===== src/rtl/lcd_timing_gen_if.sv =====
// Timing-generator bus: run request in; counters, fetch strobes and panel timing out.
interface lcd_timing_gen_if #(
  parameter int CNT_W = 11
);
  logic             enable;
  logic             running;
  logic [CNT_W-1:0] x;
  logic [CNT_W-1:0] y;
  logic             active;
  logic             line_start;
  logic             frame_start;
  logic [7:0]       frame_cnt;
  logic             lcd_de;
  logic             lcd_hsync;
  logic             lcd_vsync;

  modport master (
    input  enable,
    output running, x, y, active, line_start, frame_start, frame_cnt,
           lcd_de, lcd_hsync, lcd_vsync
  );

  modport slave (
    output enable,
    input  running, x, y, active, line_start, frame_start, frame_cnt,
           lcd_de, lcd_hsync, lcd_vsync
  );
endinterface


===== src/rtl/lcd_timing_gen.sv =====
// Parametrised LCD/VGA timing generator: pixel/line counters, fetch strobes,
// and DE/HSYNC/VSYNC delayed to line up with the pixel-data pipeline.
module lcd_timing_gen #(
  parameter int H_ACTIVE   = 640,
  parameter int H_FP       = 16,
  parameter int H_SYNC     = 96,
  parameter int H_BP       = 48,
  parameter int V_ACTIVE   = 480,
  parameter int V_FP       = 10,
  parameter int V_SYNC     = 2,
  parameter int V_BP       = 33,
  parameter bit HS_POL     = 1'b0,
  parameter bit VS_POL     = 1'b0,
  parameter int PIPE_DELAY = 3,
  parameter int CNT_W      = 11
) (
  input  logic             pixel_clk,
  input  logic             rst_n,
  lcd_timing_gen_if.master bus
);
  localparam int H_TOTAL = H_ACTIVE + H_FP + H_SYNC + H_BP;
  localparam int V_TOTAL = V_ACTIVE + V_FP + V_SYNC + V_BP;

  localparam logic [CNT_W-1:0] H_LAST     = CNT_W'(H_TOTAL - 1);
  localparam logic [CNT_W-1:0] V_LAST     = CNT_W'(V_TOTAL - 1);
  localparam logic [CNT_W-1:0] H_ACT_END  = CNT_W'(H_ACTIVE);
  localparam logic [CNT_W-1:0] V_ACT_END  = CNT_W'(V_ACTIVE);
  localparam logic [CNT_W-1:0] H_SYNC_BEG = CNT_W'(H_ACTIVE + H_FP);
  localparam logic [CNT_W-1:0] H_SYNC_END = CNT_W'(H_ACTIVE + H_FP + H_SYNC);
  localparam logic [CNT_W-1:0] V_SYNC_BEG = CNT_W'(V_ACTIVE + V_FP);
  localparam logic [CNT_W-1:0] V_SYNC_END = CNT_W'(V_ACTIVE + V_FP + V_SYNC);

  localparam logic [1:0] ST_IDLE  = 2'd0;
  localparam logic [1:0] ST_RUN   = 2'd1;
  localparam logic [1:0] ST_DRAIN = 2'd2;

  // {de, hsync, vsync} as seen while stopped
  localparam logic [2:0] TIM_IDLE = {1'b0, ~HS_POL, ~VS_POL};

  logic [1:0]       state_q, state_d;
  logic [CNT_W-1:0] h_q, h_d;
  logic [CNT_W-1:0] v_q, v_d;
  logic [7:0]       frame_cnt_q, frame_cnt_d;

  logic             last_pix_s;
  logic             running_s, active_s, line_start_s, frame_start_s;
  logic             hsync_s, vsync_s;

  assign last_pix_s = (h_q == H_LAST) && (v_q == V_LAST);

  always_comb begin
    state_d     = state_q;
    h_d         = h_q;
    v_d         = v_q;
    frame_cnt_d = frame_cnt_q;
    case (state_q)
      ST_IDLE: begin
        h_d = {CNT_W{1'b0}};
        v_d = {CNT_W{1'b0}};
        if (bus.enable) state_d = ST_RUN;
        else            state_d = ST_IDLE;
      end
      ST_RUN, ST_DRAIN: begin
        if (h_q == H_LAST) begin
          h_d = {CNT_W{1'b0}};
          if (v_q == V_LAST) begin
            v_d         = {CNT_W{1'b0}};
            frame_cnt_d = frame_cnt_q + 8'd1;
          end else begin
            v_d = v_q + CNT_W'(1);
          end
        end else begin
          h_d = h_q + CNT_W'(1);
        end
        // A stop request only takes effect on the last pixel of a frame
        if (bus.enable)                             state_d = ST_RUN;
        else if (state_q == ST_DRAIN && last_pix_s) state_d = ST_IDLE;
        else                                        state_d = ST_DRAIN;
      end
      default: begin
        state_d = ST_IDLE;
        h_d     = {CNT_W{1'b0}};
        v_d     = {CNT_W{1'b0}};
      end
    endcase
  end

  always_ff @(posedge pixel_clk or negedge rst_n) begin
    if (!rst_n) begin
      state_q     <= ST_IDLE;
      h_q         <= {CNT_W{1'b0}};
      v_q         <= {CNT_W{1'b0}};
      frame_cnt_q <= 8'd0;
    end else begin
      state_q     <= state_d;
      h_q         <= h_d;
      v_q         <= v_d;
      frame_cnt_q <= frame_cnt_d;
    end
  end

  always_comb begin
    running_s     = (state_q != ST_IDLE);
    active_s      = running_s && (h_q < H_ACT_END) && (v_q < V_ACT_END);
    line_start_s  = running_s && (h_q == {CNT_W{1'b0}});
    frame_start_s = line_start_s && (v_q == {CNT_W{1'b0}});
    hsync_s       = (running_s && (h_q >= H_SYNC_BEG) && (h_q < H_SYNC_END)) ? HS_POL : ~HS_POL;
    vsync_s       = (running_s && (v_q >= V_SYNC_BEG) && (v_q < V_SYNC_END)) ? VS_POL : ~VS_POL;
  end

  assign bus.running     = running_s;
  assign bus.x           = h_q;
  assign bus.y           = v_q;
  assign bus.active      = active_s;
  assign bus.line_start  = line_start_s;
  assign bus.frame_start = frame_start_s;
  assign bus.frame_cnt   = frame_cnt_q;

  generate
    if (PIPE_DELAY == 0) begin : g_no_delay
      assign bus.lcd_de    = active_s;
      assign bus.lcd_hsync = hsync_s;
      assign bus.lcd_vsync = vsync_s;
    end else begin : g_delay
      logic [2:0] pipe_q [PIPE_DELAY];
      logic [2:0] pipe_d [PIPE_DELAY];

      always_comb begin
        pipe_d[0] = {active_s, hsync_s, vsync_s};
        for (int i = 1; i < PIPE_DELAY; i++) pipe_d[i] = pipe_q[i-1];
      end

      always_ff @(posedge pixel_clk or negedge rst_n) begin
        if (!rst_n) begin
          for (int i = 0; i < PIPE_DELAY; i++) pipe_q[i] <= TIM_IDLE;
        end else begin
          for (int i = 0; i < PIPE_DELAY; i++) pipe_q[i] <= pipe_d[i];
        end
      end

      assign {bus.lcd_de, bus.lcd_hsync, bus.lcd_vsync} = pipe_q[PIPE_DELAY-1];
    end
  endgenerate
endmodule


===== src/flat_wrapper.sv =====
// flat-port wrapper written by rule: the top's interface ports become plain ports
module lcd_timing_gen_flat 
#(
  parameter int H_ACTIVE   = 640,
  parameter int H_FP       = 16,
  parameter int H_SYNC     = 96,
  parameter int H_BP       = 48,
  parameter int V_ACTIVE   = 480,
  parameter int V_FP       = 10,
  parameter int V_SYNC     = 2,
  parameter int V_BP       = 33,
  parameter bit HS_POL     = 1'b0,
  parameter bit VS_POL     = 1'b0,
  parameter int PIPE_DELAY = 3,
  parameter int CNT_W      = 11
)
  (pixel_clk, rst_n, bus_enable, bus_running, bus_x, bus_y, bus_active, bus_line_start, bus_frame_start, bus_frame_cnt, bus_lcd_de, bus_lcd_hsync, bus_lcd_vsync);
  lcd_timing_gen_if #(.CNT_W(CNT_W)) bus_i ();
  input  logic pixel_clk;
  input  logic rst_n;
  input wire logic [$bits(bus_i.enable)-1:0] bus_enable;
  output wire logic [$bits(bus_i.running)-1:0] bus_running;
  output wire logic [$bits(bus_i.x)-1:0] bus_x;
  output wire logic [$bits(bus_i.y)-1:0] bus_y;
  output wire logic [$bits(bus_i.active)-1:0] bus_active;
  output wire logic [$bits(bus_i.line_start)-1:0] bus_line_start;
  output wire logic [$bits(bus_i.frame_start)-1:0] bus_frame_start;
  output wire logic [$bits(bus_i.frame_cnt)-1:0] bus_frame_cnt;
  output wire logic [$bits(bus_i.lcd_de)-1:0] bus_lcd_de;
  output wire logic [$bits(bus_i.lcd_hsync)-1:0] bus_lcd_hsync;
  output wire logic [$bits(bus_i.lcd_vsync)-1:0] bus_lcd_vsync;
  assign bus_i.enable = bus_enable;
  assign bus_running = bus_i.running;
  assign bus_x = bus_i.x;
  assign bus_y = bus_i.y;
  assign bus_active = bus_i.active;
  assign bus_line_start = bus_i.line_start;
  assign bus_frame_start = bus_i.frame_start;
  assign bus_frame_cnt = bus_i.frame_cnt;
  assign bus_lcd_de = bus_i.lcd_de;
  assign bus_lcd_hsync = bus_i.lcd_hsync;
  assign bus_lcd_vsync = bus_i.lcd_vsync;
  lcd_timing_gen #(.H_ACTIVE(H_ACTIVE), .H_FP(H_FP), .H_SYNC(H_SYNC), .H_BP(H_BP), .V_ACTIVE(V_ACTIVE), .V_FP(V_FP), .V_SYNC(V_SYNC), .V_BP(V_BP), .HS_POL(HS_POL), .VS_POL(VS_POL), .PIPE_DELAY(PIPE_DELAY), .CNT_W(CNT_W)) u_core (.pixel_clk(pixel_clk), .rst_n(rst_n), .bus(bus_i));
endmodule

===== config.mk =====
export PLATFORM = sky130hd
export DESIGN_NAME = lcd_timing_gen_flat
export DESIGN_NICKNAME = d
export VERILOG_FILES = /design/src/rtl/lcd_timing_gen_if.sv /design/src/rtl/lcd_timing_gen.sv /design/src/flat_wrapper.sv
export SDC_FILE = /design/constraint.sdc
export NUM_CORES = 1
export LEC_CHECK = 0
export CORE_ASPECT_RATIO = 0.6
export CORE_UTILIZATION = 45
export DETAILED_ROUTE_END_ITERATION = 10
export MAX_ROUTING_LAYER = met4
export PLACE_DENSITY_LB_ADDON = 0.15
export SETUP_SLACK_MARGIN = 0.4
export SYNTH_ARGS = -nofsm -noshare
export SYNTH_HDL_FRONTEND = slang
export SYNTH_SLANG_ARGS = --single-unit

===== constraint.sdc =====
create_clock -name pixel_clk -period 4.4 [get_ports pixel_clk]
set_input_delay 0.44 -clock pixel_clk [delete_from_list [all_inputs] [get_ports pixel_clk]]
set_output_delay 0.44 -clock pixel_clk [all_outputs]
set_load 0.03 [all_outputs]

==> run_results.csv, run 1 <==
group,metric,value,unit
detailed_routing,via_per_inst,5.26,
setup_path,cp_max_fo,4,
sta,slew_headroom,0.412,
grt,grt_usage,0.207,
sta,setup_tns,0,ns
sta,final-hold-violation-count,0,
setup_path,arrival,2.52,ns
sta,finClkSkew,0.00568,ns
cells_and_area,diodes,0,
setup_path,crit_chain,"inv_1 -> ha_1 -> nor3_1 -> and4_1 -> nor4bb_1 -> clkdlybuf4s50_1",
cts,clk_latency,0.30,ns
cells_and_area,area_growth,27.4,%
synth,synth_enable_flop_cells,0,
setup_path,required,3.96,ns
placed_design,portBuffers,39,
power_and_ir_drop,pwr_density_cell,443,nW/um^2
detailed_routing,top_layer,"met4",
cts,cts_tree,"built",
sta,finalSetupViolCount,0,
detailed_routing,routed_wl,4.33,mm
synth,ys_ff_latch,41,
floorplan,start_util,0.479,
sta,period_share,0.673,
sta,maxSlewViolCount,0,
synth,syn-cell-area,2010,sq um
floorplan,core_area,4190,sq um
cells_and_area,stdcell_count,297,
cells_and_area,layout.nets,247,
floorplan,die_w,88.2,um
sta,rsz0062_at_grt,"false",
grt,grt_pass1_vias,1331,
power_and_ir_drop,p_leak,1.06,nW
setup_path,path_buf_inv,2,
synth,synth_nets,205,
detailed_routing,vias,1562,
floorplan,rows,18,
floorplan,boundaryPins,40,
grt,grt_max_degree,42,
setup_path,cp-end-kind,"output pin",
run_status,status,"complete, no violations",
cts,clock-root-buffer,"clkbuf_8",
placed_design,dpl.hpwl,3.06,mm
setup_path,slowest_delay,0.73,ns
sta,worst_pin_slew,0.882,ns
synth,avgSynthCellArea,10.4,sq um
power_and_ir_drop,max-vdd-ir-drop,223,uV
sta,period_minus_slack,2.96,ns
grt,antenna_found_initial,0,
synth,synth_flop_cell,"dfrtp_1",
setup_path,slowest_stage,"clkdlybuf4s50_1",
detailed_routing,met3WireLength,201,um
synth,syn_inst,194,
cts,clock-sinks,41,
grt,grt-ovfl-total,0,
power_and_ir_drop,total_power,1.13,mW
setup_path,critPathLaunchType,"flip-flop",
placed_design,dpl.cell_count,289,
detailed_routing,drtAntennaViolNets,0,
floorplan,die-area,4740,sq um
synth,async_flop_share,1.00,
detailed_routing,drt_iter0_drc,132,
cts,numCtsBuffers,5,
cts,cts_resized,0,
cells_and_area,layout-drive-gt1-share,0.0802,
cts,post_cts.repair.setup_buffers,0,
grt,grt_pass1_wl,6.89,mm
placed_design,place_congestion,0.809,
cts,htreeDepth,2,
cts,clockBufferDepth,2,
detailed_routing,drc,0,
setup_path,path_delay_family,"simple AND/OR/NAND/NOR gates",
synth,yosysWarnings,0,
flow_run,cap_violations,0,
synth,synth_cell_types,35,
cts,hold_buffers,0,
detailed_routing,wl_met2,1.82,mm
cts,cts.clk_slew.worst_paths,0.08,ns
cells_and_area,final_util,0.611,
floorplan,die_y,53.7,um
setup_path,critical_path_class,"reg -> out",
worst_hold_path,hp-class,"in -> async",
synth,seq_area_frac_synth,0.515,
sta,fmax,0.338,GHz
detailed_routing,wl_met1,2.27,mm
detailed_routing,dr.pass1.iters,4,
detailed_routing,wl_per_cell,14.6,um
[power by group]
part           switching (mW)  internal [mW]  total (mW)
Clock                   0.137          0.170       0.307
Sequential             0.0197          0.408       0.428
Combinational           0.271          0.128       0.399
[flip-flops by register name (all words and copies together) (netlist names)]
register and count:
u_core.bus.lcd_vsync 1, u_core.bus.frame_cnt 8, u_core.bus.y 11, u_core.bus.x 11
u_core.g_delay.pipe_d 6, u_core.bus.lcd_hsync 1, u_core.bus.lcd_de 1, u_core.state_q 2
[Yosys cell counts, drive strengths merged (4+ instances only)]
master,n,area [sq um]
dfrtp,35,876
or3,7,43.8
nor3,7,46.3
xor2,11,96.3
nand4,7,43.8
dfstp,6,158
nand3,10,50.1
nor4,7,43.8
nor2,15,56.3
a21oi,11,55.1
o21ai,10,53.8
nand2,13,48.8
ha,8,100
inv,13,48.8
and3,4,25.0
xnor2,5,43.8
[placed cells by master (no fill, tap or decap), types with 2 or more instances in the layout]
cell / n
clkdlybuf4s50_1: 38
dfrtp_1: 35
nor2_1: 15
inv_1: 13
nand2_1: 13
xor2_1: 11
a21oi_1: 11
nand3_1: 10
o21ai_0: 9
ha_1: 8
nand4_1: 7
nor4_1: 7
or3_1: 7
nor3_1: 6
dfstp_2: 6
xnor2_1: 5
clkbuf_8: 5
and3_1: 4
and4_1: 3
and2_1: 2
a211oi_1: 2
nor4b_1: 2
o31ai_1: 2
or4_1: 2
[per-stage QoR]
| stage | worst slack [ns] | cell area, sq um | hold slack (ns) |
|---|---|---|---|
| floorplan | 1.64 | 2010 | 0.144 |
| global placement | 1.79 | 2440 | 0.332 |
| detailed placement | 1.72 | 2440 | 0.341 |
| CTS | 1.39 | 2560 | 0.300 |
| global route | 1.28 | 2560 | 0.341 |
| finish | 1.44 | 2560 | 0.257 |
[cell families (layout without fill, tap and decap cells)]
family                   Yosys count  count (layout)  synth area share
buffers and inverters             17              60            0.0374
multiplexers                       1               1           0.00561
AND/OR/NAND/NOR                   85              85             0.240
flip-flops                        41              41             0.515
XOR/XNOR                          16              16            0.0698
adder cells (fa/ha/maj)            8               8            0.0498
AO/OA/AOI/OAI                     26              26            0.0829
[final timing paths]
| kind | startpoint | to | slack, ns | depth (start not counted) |
|---|---|---|---|---|
| setup / recovery | u_core.state_q[1] | bus_frame_start | 1.44 | 6 |
| hold / removal | rst_n | u_core.bus.x[3] | 0.26 | 1 |
| setup reg to reg | u_core.bus.x[1] | u_core.bus.y[9] | 2.29 | 5 |
| hold reg to reg | u_core.g_delay.pipe_d[4] | u_core.g_delay.pipe_d[1] | 0.36 | 0 |
| max in group asynchronous | rst_n | u_core.bus.x[6] | 3.59 | 1 |
| min in group pixel_clk | u_core.g_delay.pipe_d[4] | u_core.g_delay.pipe_d[1] | 0.36 | 0 |
[per-layer routing]
metal	vias up	global-route usage
met4	0	0.0403
met3	4	0.0537
met5	-	-
met2	31	0.273
met1	747	0.315
li1	780	-
[layout make-up]
type	instances	area, sq um
clock buffers	5	68.8
multi-input cells	136	900
well taps	60	75.1
repair buffers	39	385
flip-flops and latches	41	1030
inverters	13	48.8
clock inverters	3	46.3
fillers	344	1630
Power figures use the tool's default switching activity.
==> run 2, diff against run 1 <==
Clock period 4.4 ns to 3 ns, I/O delays scaled along.
==> run 2 against run 1 <==
Compared with the run above:
- count of clock-buffer cells in the layout increased by 1
- clock skew increased by 0.0020 ns
- combinational power increased by 45%
- worst setup slack got worse by 0.89 ns
- first-iteration DRC count decreased by 40%
- cell count increased by 0.34%
- critical path type unchanged
- largest power group unchanged
==> run_results.csv, run 2 (synthesis gave the netlist of run 1 again) <==
group,metric,value,unit
run_status,status,"complete, no violations",
power_and_ir_drop,p_leak,1.07,nW
grt,antenna_found_initial,0,
sta,final-hold-violation-count,0,
sta,fmax,0.408,GHz
setup_path,arrival,2.15,ns
cts,clk_latency,0.29,ns
cts,numCtsBuffers,5,
cts,clockBufferDepth,2,
floorplan,die-area,4740,sq um
setup_path,crit_chain,"inv_1 -> ha_1 -> nor3_1 -> and4_1 -> clkdlybuf4s50_1",
cells_and_area,area_growth,28.0,%
worst_hold_path,hp-class,"in -> async",
grt,grt_pass1_vias,1469,
placed_design,dpl.hpwl,2.99,mm
detailed_routing,drc,0,
sta,maxSlewViolCount,0,
grt,grt_pass1_wl,7.26,mm
setup_path,critPathLaunchType,"flip-flop",
cells_and_area,layout.nets,248,
floorplan,rows,18,
sta,slew_headroom,0.408,
cells_and_area,diodes,0,
floorplan,die_w,88.2,um
setup_path,cp-end-kind,"output pin",
setup_path,critical_path_class,"reg -> out",
cts,htreeDepth,2,
setup_path,cp_max_fo,4,
floorplan,die_y,53.7,um
setup_path,slowest_stage,"clkdlybuf4s50_1",
power_and_ir_drop,total_power,1.67,mW
sta,worst_pin_slew,0.888,ns
cts,clock-sinks,41,
cells_and_area,layout-drive-gt1-share,0.0924,
flow_run,cap_violations,0,
sta,period_share,0.816,
grt,grt_max_degree,42,
sta,finalSetupViolCount,0,
sta,period_minus_slack,2.45,ns
detailed_routing,wl_per_cell,14.4,um
power_and_ir_drop,pwr_density_cell,651,nW/um^2
sta,rsz0062_at_grt,"false",
cts,cts_tree,"built",
detailed_routing,via_per_inst,5.34,
detailed_routing,dr.pass1.iters,4,
floorplan,start_util,0.479,
grt,grt-ovfl-total,0,
cts,clock-root-buffer,"clkbuf_8",
setup_path,slowest_delay,0.69,ns
power_and_ir_drop,max-vdd-ir-drop,328,uV
detailed_routing,routed_wl,4.30,mm
placed_design,place_congestion,0.810,
floorplan,core_area,4190,sq um
floorplan,boundaryPins,40,
cts,cts.clk_slew.worst_paths,0.08,ns
grt,grt_usage,0.216,
sta,setup_tns,0,ns
cells_and_area,final_cell_mix,"clkdlybuf4s50_1, dfrtp_1, nor2_1",
detailed_routing,drt_iter0_drc,79,
detailed_routing,drtAntennaViolNets,0,
cells_and_area,layout_commonest_cell,"clkdlybuf4s50_1",
placed_design,portBuffers,39,
detailed_routing,vias,1591,
sta,finClkSkew,0.00769,ns
setup_path,required,2.70,ns
[run 2: cell types whose count changed in the layout (fill, tap and decap cells not counted)]
cell	change
clkbuf_8	+1
clkinv_4	-1
clkbuf_2	+1
clkdlybuf4s50_1	-1
buf_4	+1
nor4bb_2	+1
nor4bb_1	-1
[run 2: cell type report]
cell class | count | area, sq um
fill | 371 | 1620
sequential | 41 | 1030
clock buffer | 6 | 82.6
tap | 60 | 75.1
clock inverter | 2 | 37.5
timing repair buffer | 40 | 388
inverter | 13 | 48.8
multi-input combinational | 136 | 906
[run 2: worst max-delay path: cells and delay by family, from the launching register on]
kind,cells,cell delay (ns)
buffers and inverters,2,0.75
and+or+nand+nor,2,0.49
DFF,1,0.35
adders and majority gates,1,0.26
[run 2: final timing paths]
check,startpoint,endpoint,slack (ns),depth (start not counted)
worst min register to register,u_core.g_delay.pipe_d[2],u_core.bus.lcd_de,0.35,0
max in group asynchronous,rst_n,u_core.state_q[0],2.32,1
worst max-delay path,u_core.state_q[0],bus_line_start,0.55,5
worst min-delay path,rst_n,u_core.bus.y[2],0.13,1
worst max register to register,u_core.bus.x[0],u_core.bus.y[7],0.85,5
min in group pixel_clk,u_core.g_delay.pipe_d[2],u_core.bus.lcd_de,0.35,0
[run 2: power breakdown]
group	switching (mW)	internal [mW]	leakage, nW
Sequential	0.0274	0.599	0.542
Clock	0.197	0.271	0.0574
Combinational	0.395	0.185	0.468
[run 2: what timing repair did]
action,CTS,global route
gates resized for setup,1,3
setup endpoints to repair,1,1
hold endpoints to repair,0,0
hold buffers,0,0
setup buffers,0,0
[run 2: per-stage QoR]
step	utilization	instance area [sq um]	setup slack, ns	hold slack [ns]	std cells
finish	0.614	2570	0.551	0.128	298
global route	0.614	2570	0.412	0.197	298
CTS	0.615	2570	0.516	0.162	298
detailed placement	0.586	2460	0.546	0.335	290
global placement	0.586	2460	0.569	0.333	290
floorplan	-	2010	0.670	0.00441	194
[run 2: metal layers]
| metal | share of wire | global-route usage | vias to the layer above |
|---|---|---|---|
| met5 | 0 | - | - |
| met4 | 0.0074 | 0.0591 | 0 |
| met3 | 0.050 | 0.0552 | 4 |
| met2 | 0.41 | 0.294 | 40 |
| met1 | 0.53 | 0.316 | 769 |
| li1 | - | - | 778 |
==> run 3, diff against run 2 <==
Clock period 3 ns to 2.2 ns, I/O delays scaled along.
==> run 3 against run 2 <==
Compared with the run above:
- clock skew down 0.0040 ns
- worst setup slack got worse by 0.26 ns
- power is 53% higher
- cell count rose by 10%
- via count is 10% higher
- count of clock-buffer cells in the layout unchanged
- sequential share of layout area down 4.3 points
- design area grew 13%
- largest cell class unchanged
- critical path depth decreased by 2
==> run_results.csv, run 3 (synthesis gave the netlist of run 1 again) <==
group,metric,value,unit
sta,period_minus_slack,1.91,ns
cells_and_area,layout-drive-gt1-share,0.302,
detailed_routing,routed_wl,5.12,mm
setup_path,arrival,1.69,ns
setup_path,timing.rr.end,"u_core.bus.y[10]",
grt,grt_pass1_vias,1601,
sta,period_share,0.870,
grt,use_met2,0.319,
floorplan,die-area,4740,sq um
setup_path,crit_chain,"nor3_1 -> nor4bb_4 -> buf_4",
cells_and_area,fillers,326,
setup_path,reg2reg_from,"u_core.bus.x[0]",
sta,fin_ws,0.287,ns
setup_path,crit_start,"u_core.bus.y[2]",
detailed_routing,via_per_inst,5.34,
floorplan,boundaryPins,40,
flow_run,cap_violations,0,
worst_hold_path,hp-class,"reg -> reg",
cells_and_area,layout.nets,278,
detailed_routing,drtAntennaViolNets,0,
floorplan,die_w,88.2,um
grt,grt_pass1_wl,8.07,mm
power_and_ir_drop,p_leak,1.24,nW
floorplan,die_y,53.7,um
sta,setup_tns,0,ns
detailed_routing,vias,1751,
placed_design,dpl.cell_count,295,
placed_design,dpl.hpwl,3.35,mm
detailed_routing,drc,0,
grt,grt-ovfl-total,0,
sta,rsz0062_at_grt,"true",
detailed_routing,dr.pass1.iters,4,
cells_and_area,multi_input_area,1050,sq um
grt,grtUsageMet1,0.369,
cells_and_area,stdcell_count,328,
cts,htreeDepth,2,
setup_path,rr_worst_depth,6,
run_status,status,"complete, no violations",
floorplan,rows,18,
sta,finalSetupViolCount,0,
cells_and_area,diodes,0,
sta,final-hold-violation-count,0,
floorplan,start_util,0.479,
setup_path,cp-end-kind,"output pin",
placed_design,portBuffers,39,
cts,cts.clk_slew.worst_paths,0.07,ns
cells_and_area,layout_commonest_cell,"clkdlybuf4s50_1",
setup_path,critical_path_class,"reg -> out",
sta,worst_pin_slew,0.535,ns
cts,clock-sinks,41,
grt,met3_usage,0.0537,
cts,clockBufferDepth,2,
sta,maxSlewViolCount,0,
detailed_routing,wl_per_cell,15.6,um
cts,clock-root-buffer,"clkbuf_8",
power_and_ir_drop,max-vdd-ir-drop,569,uV
sta,whs,0.355,ns
grt,antenna_found_initial,0,
detailed_routing,drt_iter0_drc,137,
grt,grt_max_degree,24,
setup_path,critPathLaunchType,"flip-flop",
sta,fmax,0.523,GHz
sta,finClkSkew,0.00364,ns
setup_path,slowest_delay,0.48,ns
placed_design,place_congestion,0.823,
grt,grt_usage,0.245,
cts,numCtsBuffers,5,
sta,slew_headroom,0.644,
power_and_ir_drop,pwr_density_cell,878,nW/um^2
setup_path,cp_max_fo,8,
cells_and_area,final_cell_mix,"clkdlybuf4s50_1, buf_4, dfrtp_1",
placed_design,pre_cts_slack,0.150,ns
floorplan,core_area,4190,sq um
cts,cts_tree,"built",
setup_path,reg2reg_slack,0.41,ns
cts,clk_latency,0.30,ns
cells_and_area,area_growth,45.1,%
setup_path,slowest_stage,"dfrtp_1",
setup_path,crit_end,"bus_frame_start",
grt,grt.busiest_layer,"met1",
cells_and_area,ff_latch_area,1050,sq um
setup_path,required,1.98,ns
==> run 3: timing repair <==
action / in CTS / in global routing
gates cloned: 1 / 0
setup endpoints to repair: 27 / 16
hold buffers: 1 / 0
hold endpoints to repair: 18 / 0
pin swaps: 6 / 14
setup buffers: 16 / 7
gates resized for setup: 23 / 17
==> run 3: area by class of cell <==
| type | count | area share |
|---|---|---|
| Tap cell | 60 | 0.0258 |
| Sequential cell | 41 | 0.359 |
| Inverter | 13 | 0.0167 |
| Clock buffer | 6 | 0.0249 |
| Clock inverter | 2 | 0.00343 |
| Multi-Input combinational cell | 137 | 0.359 |
| Timing Repair Buffer | 69 | 0.211 |
==> run 3: power breakdown <==
part / switching [mW] / leakage [nW] / internal (mW)
combinational: 0.662 / 0.667 / 0.558
clock: 0.259 / 0.0450 / 0.220
sequential: 0.0421 / 0.525 / 0.819
==> run 3: per-layer routing <==
layer / vias to the layer above / routed length [um]
met3: 8 / 288
met4: 0 / 76
met1: 856 / 2700
met2: 47 / 2050
li1: 840 / -
met5: - / 0
==> run 3: stage by stage <==
| stage | cell area [sq um] | util | power, mW |
|---|---|---|---|
| 2_1_floorplan | 2060 | - | 1.41 |
| 3_3_place_gp | 2530 | 0.604 | 1.73 |
| 3_5_place_dp | 2530 | 0.604 | 1.75 |
| 4_1_cts | 2800 | 0.668 | 2.45 |
| 5_1_grt | 2910 | 0.696 | 2.70 |
| 6_report | 2910 | 0.696 | 2.56 |
==> run 3: critical path, delay by kind of cell, from the launching register on <==
family,cells,cell delay (ns)
buffers and inverters,1,0.19
flip-flops,1,0.48
AND/OR/NAND/NOR,2,0.72
==> run 3: how the worst min path moves through the flow <==
stage                                         from                       end  slack, ns  cells after the start
after floorplan                              rst_n   u_core.bus.frame_cnt[0]      -0.08                      0
after global placement                       rst_n           u_core.bus.y[6]       0.22                      1
after detailed placement                     rst_n           u_core.bus.y[6]       0.23                      1
after CTS                 u_core.g_delay.pipe_d[5]  u_core.g_delay.pipe_d[2]       0.35                      0
after global routing      u_core.g_delay.pipe_d[3]  u_core.g_delay.pipe_d[0]       0.36                      0
final                     u_core.g_delay.pipe_d[5]  u_core.g_delay.pipe_d[2]       0.36                      0
